===== src/rtl/multi_word_add_seq.sv =====
// Word-serial add/subtract sequencer wrapped around an external combinational
// NR_OF_BITS-wide adder; assembles a full-width result with carry/overflow/zero.
module multi_word_add_seq #(
    parameter  int unsigned NR_OF_BITS  = 16,
    parameter  int unsigned NR_OF_WORDS = 2,
    localparam int unsigned W           = NR_OF_BITS * NR_OF_WORDS
) (
    input  logic                  clk_i,
    input  logic                  rst_ni,
    input  logic                  start_valid_i,
    output logic                  start_ready_o,
    input  logic [W-1:0]          op_a_i,
    input  logic [W-1:0]          op_b_i,
    input  logic                  subtract_i,
    input  logic                  carry_init_i,
    output logic [NR_OF_BITS-1:0] adder_data_a_o,
    output logic [NR_OF_BITS-1:0] adder_data_b_o,
    output logic                  adder_carry_in_o,
    input  logic [NR_OF_BITS-1:0] adder_result_i,
    input  logic                  adder_carry_out_i,
    output logic                  result_valid_o,
    input  logic                  result_ready_i,
    output logic [W-1:0]          result_o,
    output logic                  carry_out_o,
    output logic                  overflow_o,
    output logic                  zero_o
);
    localparam int unsigned NB = NR_OF_BITS;
    localparam int unsigned NW = NR_OF_WORDS;
    localparam int unsigned KW = (NW > 1) ? $clog2(NW) : 1;

    typedef enum logic [1:0] {
        IDLE = 2'd0,
        RUN  = 2'd1,
        DONE = 2'd2
    } state_t;

    state_t          state_q, state_d;
    logic [KW-1:0]   k_q, k_d;
    logic [W-1:0]    a_q, a_d;
    logic [W-1:0]    b_q, b_d;
    logic            carry_q, carry_d;
    logic [W-1:0]    result_q, result_d;
    logic            carry_out_q, carry_out_d;
    logic            overflow_q, overflow_d;
    logic            zero_q, zero_d;

    logic [NB-1:0]   a_word [NW];
    logic [NB-1:0]   b_word [NW];
    logic            last_word;

    for (genvar gi = 0; gi < NW; gi++) begin : g_words
        assign a_word[gi] = a_q[gi*NB +: NB];
        assign b_word[gi] = b_q[gi*NB +: NB];
    end

    assign last_word = (k_q == KW'(NW - 1));

    always_ff @(posedge clk_i or negedge rst_ni) begin
        if (!rst_ni) begin
            state_q     <= IDLE;
            k_q         <= '0;
            a_q         <= '0;
            b_q         <= '0;
            carry_q     <= 1'b0;
            result_q    <= '0;
            carry_out_q <= 1'b0;
            overflow_q  <= 1'b0;
            zero_q      <= 1'b0;
        end else begin
            state_q     <= state_d;
            k_q         <= k_d;
            a_q         <= a_d;
            b_q         <= b_d;
            carry_q     <= carry_d;
            result_q    <= result_d;
            carry_out_q <= carry_out_d;
            overflow_q  <= overflow_d;
            zero_q      <= zero_d;
        end
    end

    always_comb begin
        state_d          = state_q;
        k_d              = k_q;
        a_d              = a_q;
        b_d              = b_q;
        carry_d          = carry_q;
        result_d         = result_q;
        carry_out_d      = carry_out_q;
        overflow_d       = overflow_q;
        zero_d           = zero_q;
        start_ready_o    = 1'b0;
        result_valid_o   = 1'b0;
        adder_data_a_o   = '0;
        adder_data_b_o   = '0;
        adder_carry_in_o = 1'b0;

        case (state_q)
            IDLE: begin
                start_ready_o = 1'b1;
                if (start_valid_i) begin
                    // Subtraction runs as A + ~B + ~borrow through the same adder.
                    a_d     = op_a_i;
                    b_d     = subtract_i ? ~op_b_i : op_b_i;
                    carry_d = subtract_i ? ~carry_init_i : carry_init_i;
                    k_d     = '0;
                    state_d = RUN;
                end
            end
            RUN: begin
                adder_data_a_o   = a_word[k_q];
                adder_data_b_o   = b_word[k_q];
                adder_carry_in_o = carry_q;
                result_d[k_q*NB +: NB] = adder_result_i;
                carry_d = adder_carry_out_i;
                k_d     = k_q + 1'b1;
                if (last_word) begin
                    carry_out_d = adder_carry_out_i;
                    overflow_d  = (a_q[W-1] == b_q[W-1]) &&
                                  (adder_result_i[NB-1] != a_q[W-1]);
                    zero_d      = (result_d == '0);
                    k_d         = '0;
                    state_d     = DONE;
                end
            end
            DONE: begin
                result_valid_o = 1'b1;
                if (result_ready_i) begin
                    state_d = IDLE;
                end
            end
            default: begin
                state_d = IDLE;
            end
        endcase
    end

    assign result_o    = result_q;
    assign carry_out_o = carry_out_q;
    assign overflow_o  = overflow_q;
    assign zero_o      = zero_q;

endmodule

===== config.mk =====
export PLATFORM = sky130hd
export DESIGN_NAME = multi_word_add_seq
export DESIGN_NICKNAME = d
export VERILOG_FILES = /design/src/rtl/multi_word_add_seq.sv
export SDC_FILE = /design/constraint.sdc
export NUM_CORES = 1
export LEC_CHECK = 0
export CORE_ASPECT_RATIO = 0.5
export CORE_MARGIN = 3
export CORE_UTILIZATION = 46
export DETAILED_ROUTE_END_ITERATION = 6
export PLACE_DENSITY = 0.82
export SLEW_MARGIN = 20
export SYNTH_ARGS = -nofsm -noshare
export SYNTH_HDL_FRONTEND = slang
export SYNTH_SLANG_ARGS = --single-unit

===== constraint.sdc =====
create_clock -name clk_i -period 1.7 [get_ports clk_i]
set_input_delay 0.34 -clock clk_i [delete_from_list [all_inputs] [get_ports clk_i]]
set_output_delay 0.34 -clock clk_i [all_outputs]
set_load 0.03 [all_outputs]

==> impl_metrics.py <==
metrics = {
    "power_and_ir_drop": {
        "p_leak_nw": 3.299,
        "finalPower_mw": 14.27,
        "power_density_nw_per_um2": 2004,
        "ir_drop_uv": 905.7,
    },
    "final_layout": {
        "fillerInstances": 670,
        "multi_input_area_sq_um": 2046,
        "final_nets": 725,
        "stdcell_area_sq_um": 7122,
        "antenna_cells": 0,
        "regArea_sq_um": 2579,
        "drive_above_1_share": 0.2162,
        "syn2layout_area_growth_pct": 51.75,
    },
    "yosys": {
        "async_flop_share": 1.000,
        "synth_compound_area_frac": 0.04719,
        "synthSimpleGateAreaFrac": 0.1664,
        "synth_seq_cells": 103,
        "synth_edf_count": 0,
        "synthMuxAreaShare": 0.1450,
        "ys.flop_type": "dfrtp_1",
        "postSynthAreaPerCell_sq_um": 10.09,
        "synth_top_family_by_area": "simple AND/OR/NAND/NOR gates",
        "syn-cell-area_sq_um": 4693,
        "yosys_warnings": 0,
        "syn_inst": 465,
        "synth.net_count": 552,
        "synthXorXnorAreaFrac": 0.06158,
        "synth.distinct_cells": 30,
        "yosysSeqAreaShare": 0.5492,
        "synth_adder_area_share": 0,
    },
    "sta": {
        "post-route-period-util": 1.083,
        "setup_viol": 33,
        "fin_ws_ns": -0.1412,
        "rsz0062_at_grt": "true",
        "finalHoldViolations": 0,
        "worst_slew_pin_slew_ns": 0.4239,
        "relSlewSlack": 0.7174,
        "fmax_mhz": 543.1,
        "maxSlewViolCount": 0,
        "period_minus_slack_ns": 1.841,
        "fin_worst_skew_ns": 0.003923,
    },
    "drt": {
        "wl_per_cell_um": 16.37,
        "dr.pass1.iters": 4,
        "drt-initial-drc-count": 216,
        "wl_um": 12730,
        "vias": 3848,
        "postRouteAntennaNets": 0,
        "drc_errors": 0,
        "routed_via_density": 4.946,
    },
    "floorplan": {
        "die_h_um": 77.43,
        "row_count": 25,
        "ios": 157,
        "initial_core_util": 0.4840,
        "core_area_sq_um": 9697,
        "dieArea_sq_um": 11520,
        "die-width_um": 148.8,
    },
    "global_route": {
        "grt_pass1_vias": 3755,
        "grt_pass1_wl_um": 19680,
        "grt_overflow": 0,
        "grt_start_max_net_pins": 52,
        "track_usage": 0.2143,
        "grt_antenna_before_repair": 0,
    },
    "critical_path": {
        "crit_slowest_cell": "dfrtp_1",
        "cp-end-kind": "output port",
        "start_kind": "flip-flop",
        "cp.required_ns": 1.36,
        "cpPeakStageDelay_ns": 0.46,
        "cpLargestDelayFamily": "flip-flops",
        "path_class": "flip-flop to output port",
        "arrival_ns": 1.50,
        "path_cells": "nand2b_4, buf_12, nor2_1, buf_4",
        "critPathMaxFanout": 19,
        "crit_buf_inv": 2,
    },
    "worst_hold_path": {
        "hold_path_class": "flip-flop to flip-flop",
    },
    "placed_design": {
        "dp_hpwl_um": 8355,
        "place_area_sq_um": 6523,
        "place_congestion": 0.8236,
        "numPortBuffers": 156,
    },
    "flow_run": {
        "max_cap_viol_count": 0,
    },
    "run_status": {
        "outcome": "finished with violations",
        "violations": "negative setup slack",
    },
    "clock_network": {
        "cts.sinks": 103,
        "clock_latency_ns": 0.34,
        "cts_tree": "done",
        "clockRootBuffer": "clkbuf_16",
        "clk_pin_slew_ns": 0.07,
        "htree_num_levels": 3,
        "numCtsBuffers": 9,
        "clockBufferDepth": 2,
    },
}
-- report_power, final --
| group | switching, mW | leakage, nW | internal, mW |
|---|---|---|---|
| Combinational | 4.30 | 1.90 | 3.41 |
| Clock | 0.888 | 0.148 | 1.29 |
| Sequential | 0.731 | 1.25 | 3.67 |
-- synth_stat cells, types with 2 or more instances --
cell / number / area share
mux2_2: 32 / 0.077
or4_1: 2 / 0.0032
inv_1: 3 / 0.0024
o21ai_0: 37 / 0.039
mux2i_1: 32 / 0.068
dfrtp_1: 103 / 0.55
nor4_1: 3 / 0.0040
nor3_1: 2 / 0.0021
nand2b_1: 2 / 0.0027
nand2_1: 134 / 0.11
buf_2: 13 / 0.014
clkbuf_1: 12 / 0.0096
nor2_1: 38 / 0.030
nand3_1: 2 / 0.0021
xnor2_1: 33 / 0.062
buf_1: 2 / 0.0016
buf_4: 2 / 0.0032
-- repair_timing --
action                                 CTS  global route
gates resized for setup                 40            29
buffers inserted                         5             3
setup endpoints to repair               64            39
gates cloned                             2             3
hold buffers                             1             0
pin swaps                               11            12
endpoints found under the hold margin   24             0
-- final timing paths --
kind                       cells after the start  slack [ns]                 to  startpoint
max in group asynchronous                      3        0.71                k_q      rst_ni
min in group asynchronous                      2        0.50            a_q[22]      rst_ni
setup reg to reg                               5        0.09             zero_o         k_q
hold / removal                                 2        0.47             a_q[2]      a_q[2]
hold reg to reg                                2        0.47             a_q[2]      a_q[2]
setup / recovery                               4       -0.14  adder_data_b_o[9]  state_q[0]
-- metrics by stage --
stage	setup TNS, ns	hold WS (ns)	util	cells	worst slack, ns
6_report	-3.011	0.4746	0.7345	778	-0.1412
5_1_grt	-4.768	0.4939	0.7345	778	-0.2203
4_1_cts	-3.058	0.4791	0.7150	772	-0.1193
3_5_place_dp	-0.2518	0.3013	0.6726	748	-0.2518
3_3_place_gp	-0.1582	0.2968	0.6726	748	-0.1582
2_1_floorplan	0	0.04441	-	465	0.01067
-- per-layer routing --
metal  track usage  part of all wire  vias to the layer above  wire length, um
met2        0.3554              0.48                      113             6141
met1        0.2877              0.45                     1840             5694
met5             0                 0                        -                0
met3       0.04201             0.049                       24              619
li1              -                 -                     1871                -
met4       0.06575             0.022                        0              278
-- kinds of logic after synthesis --
| kind of cell | Yosys count |
|---|---|
| AOI/OAI and AO/OA | 42 |
| xor gates and xnor gates | 33 |
| buffers and inverters | 32 |
| DFF | 103 |
| muxes | 64 |
| and+or+nand+nor | 191 |
-- placed cells by master, fill, tap and decap left out, drive strengths merged, types with 13 or more instances in the layout --
master / netlist / layout
clkbuf: 12 / 13
buf: 17 / 68
clkdlybuf4s50: 0 / 84
mux2i: 32 / 32
nor2: 39 / 39
o21ai: 38 / 38
dfrtp: 103 / 103
nand2: 134 / 134
mux2: 32 / 32
xnor2: 33 / 33
dlygate4sd2: 0 / 31
-- tightest hold or removal path, cell delays in order (launching register included) --
cell and delay (ns):
dfrtp_1 0.34, nand2_1 0.05, nand2_1 0.06
-- sequential cells by signal, summed over array words and instances (netlist names) --
name         count
b_q             32
result_o        32
k_q              1
a_q             32
zero_o           1
carry_out_o      1
state_q          2
overflow_o       1
carry_q          1
-- layout make-up --
cell class / instances / share of cell area
clock inverter: 6 / 0.01195
tap: 135 / 0.02372
clock buffer: 10 / 0.03215
inverter: 3 / 0.001581
sequential: 103 / 0.3621
multi-input combinational: 330 / 0.2872
timing repair buffer: 191 / 0.2813
No activity file was read; power rests on OpenSTA's default activity.
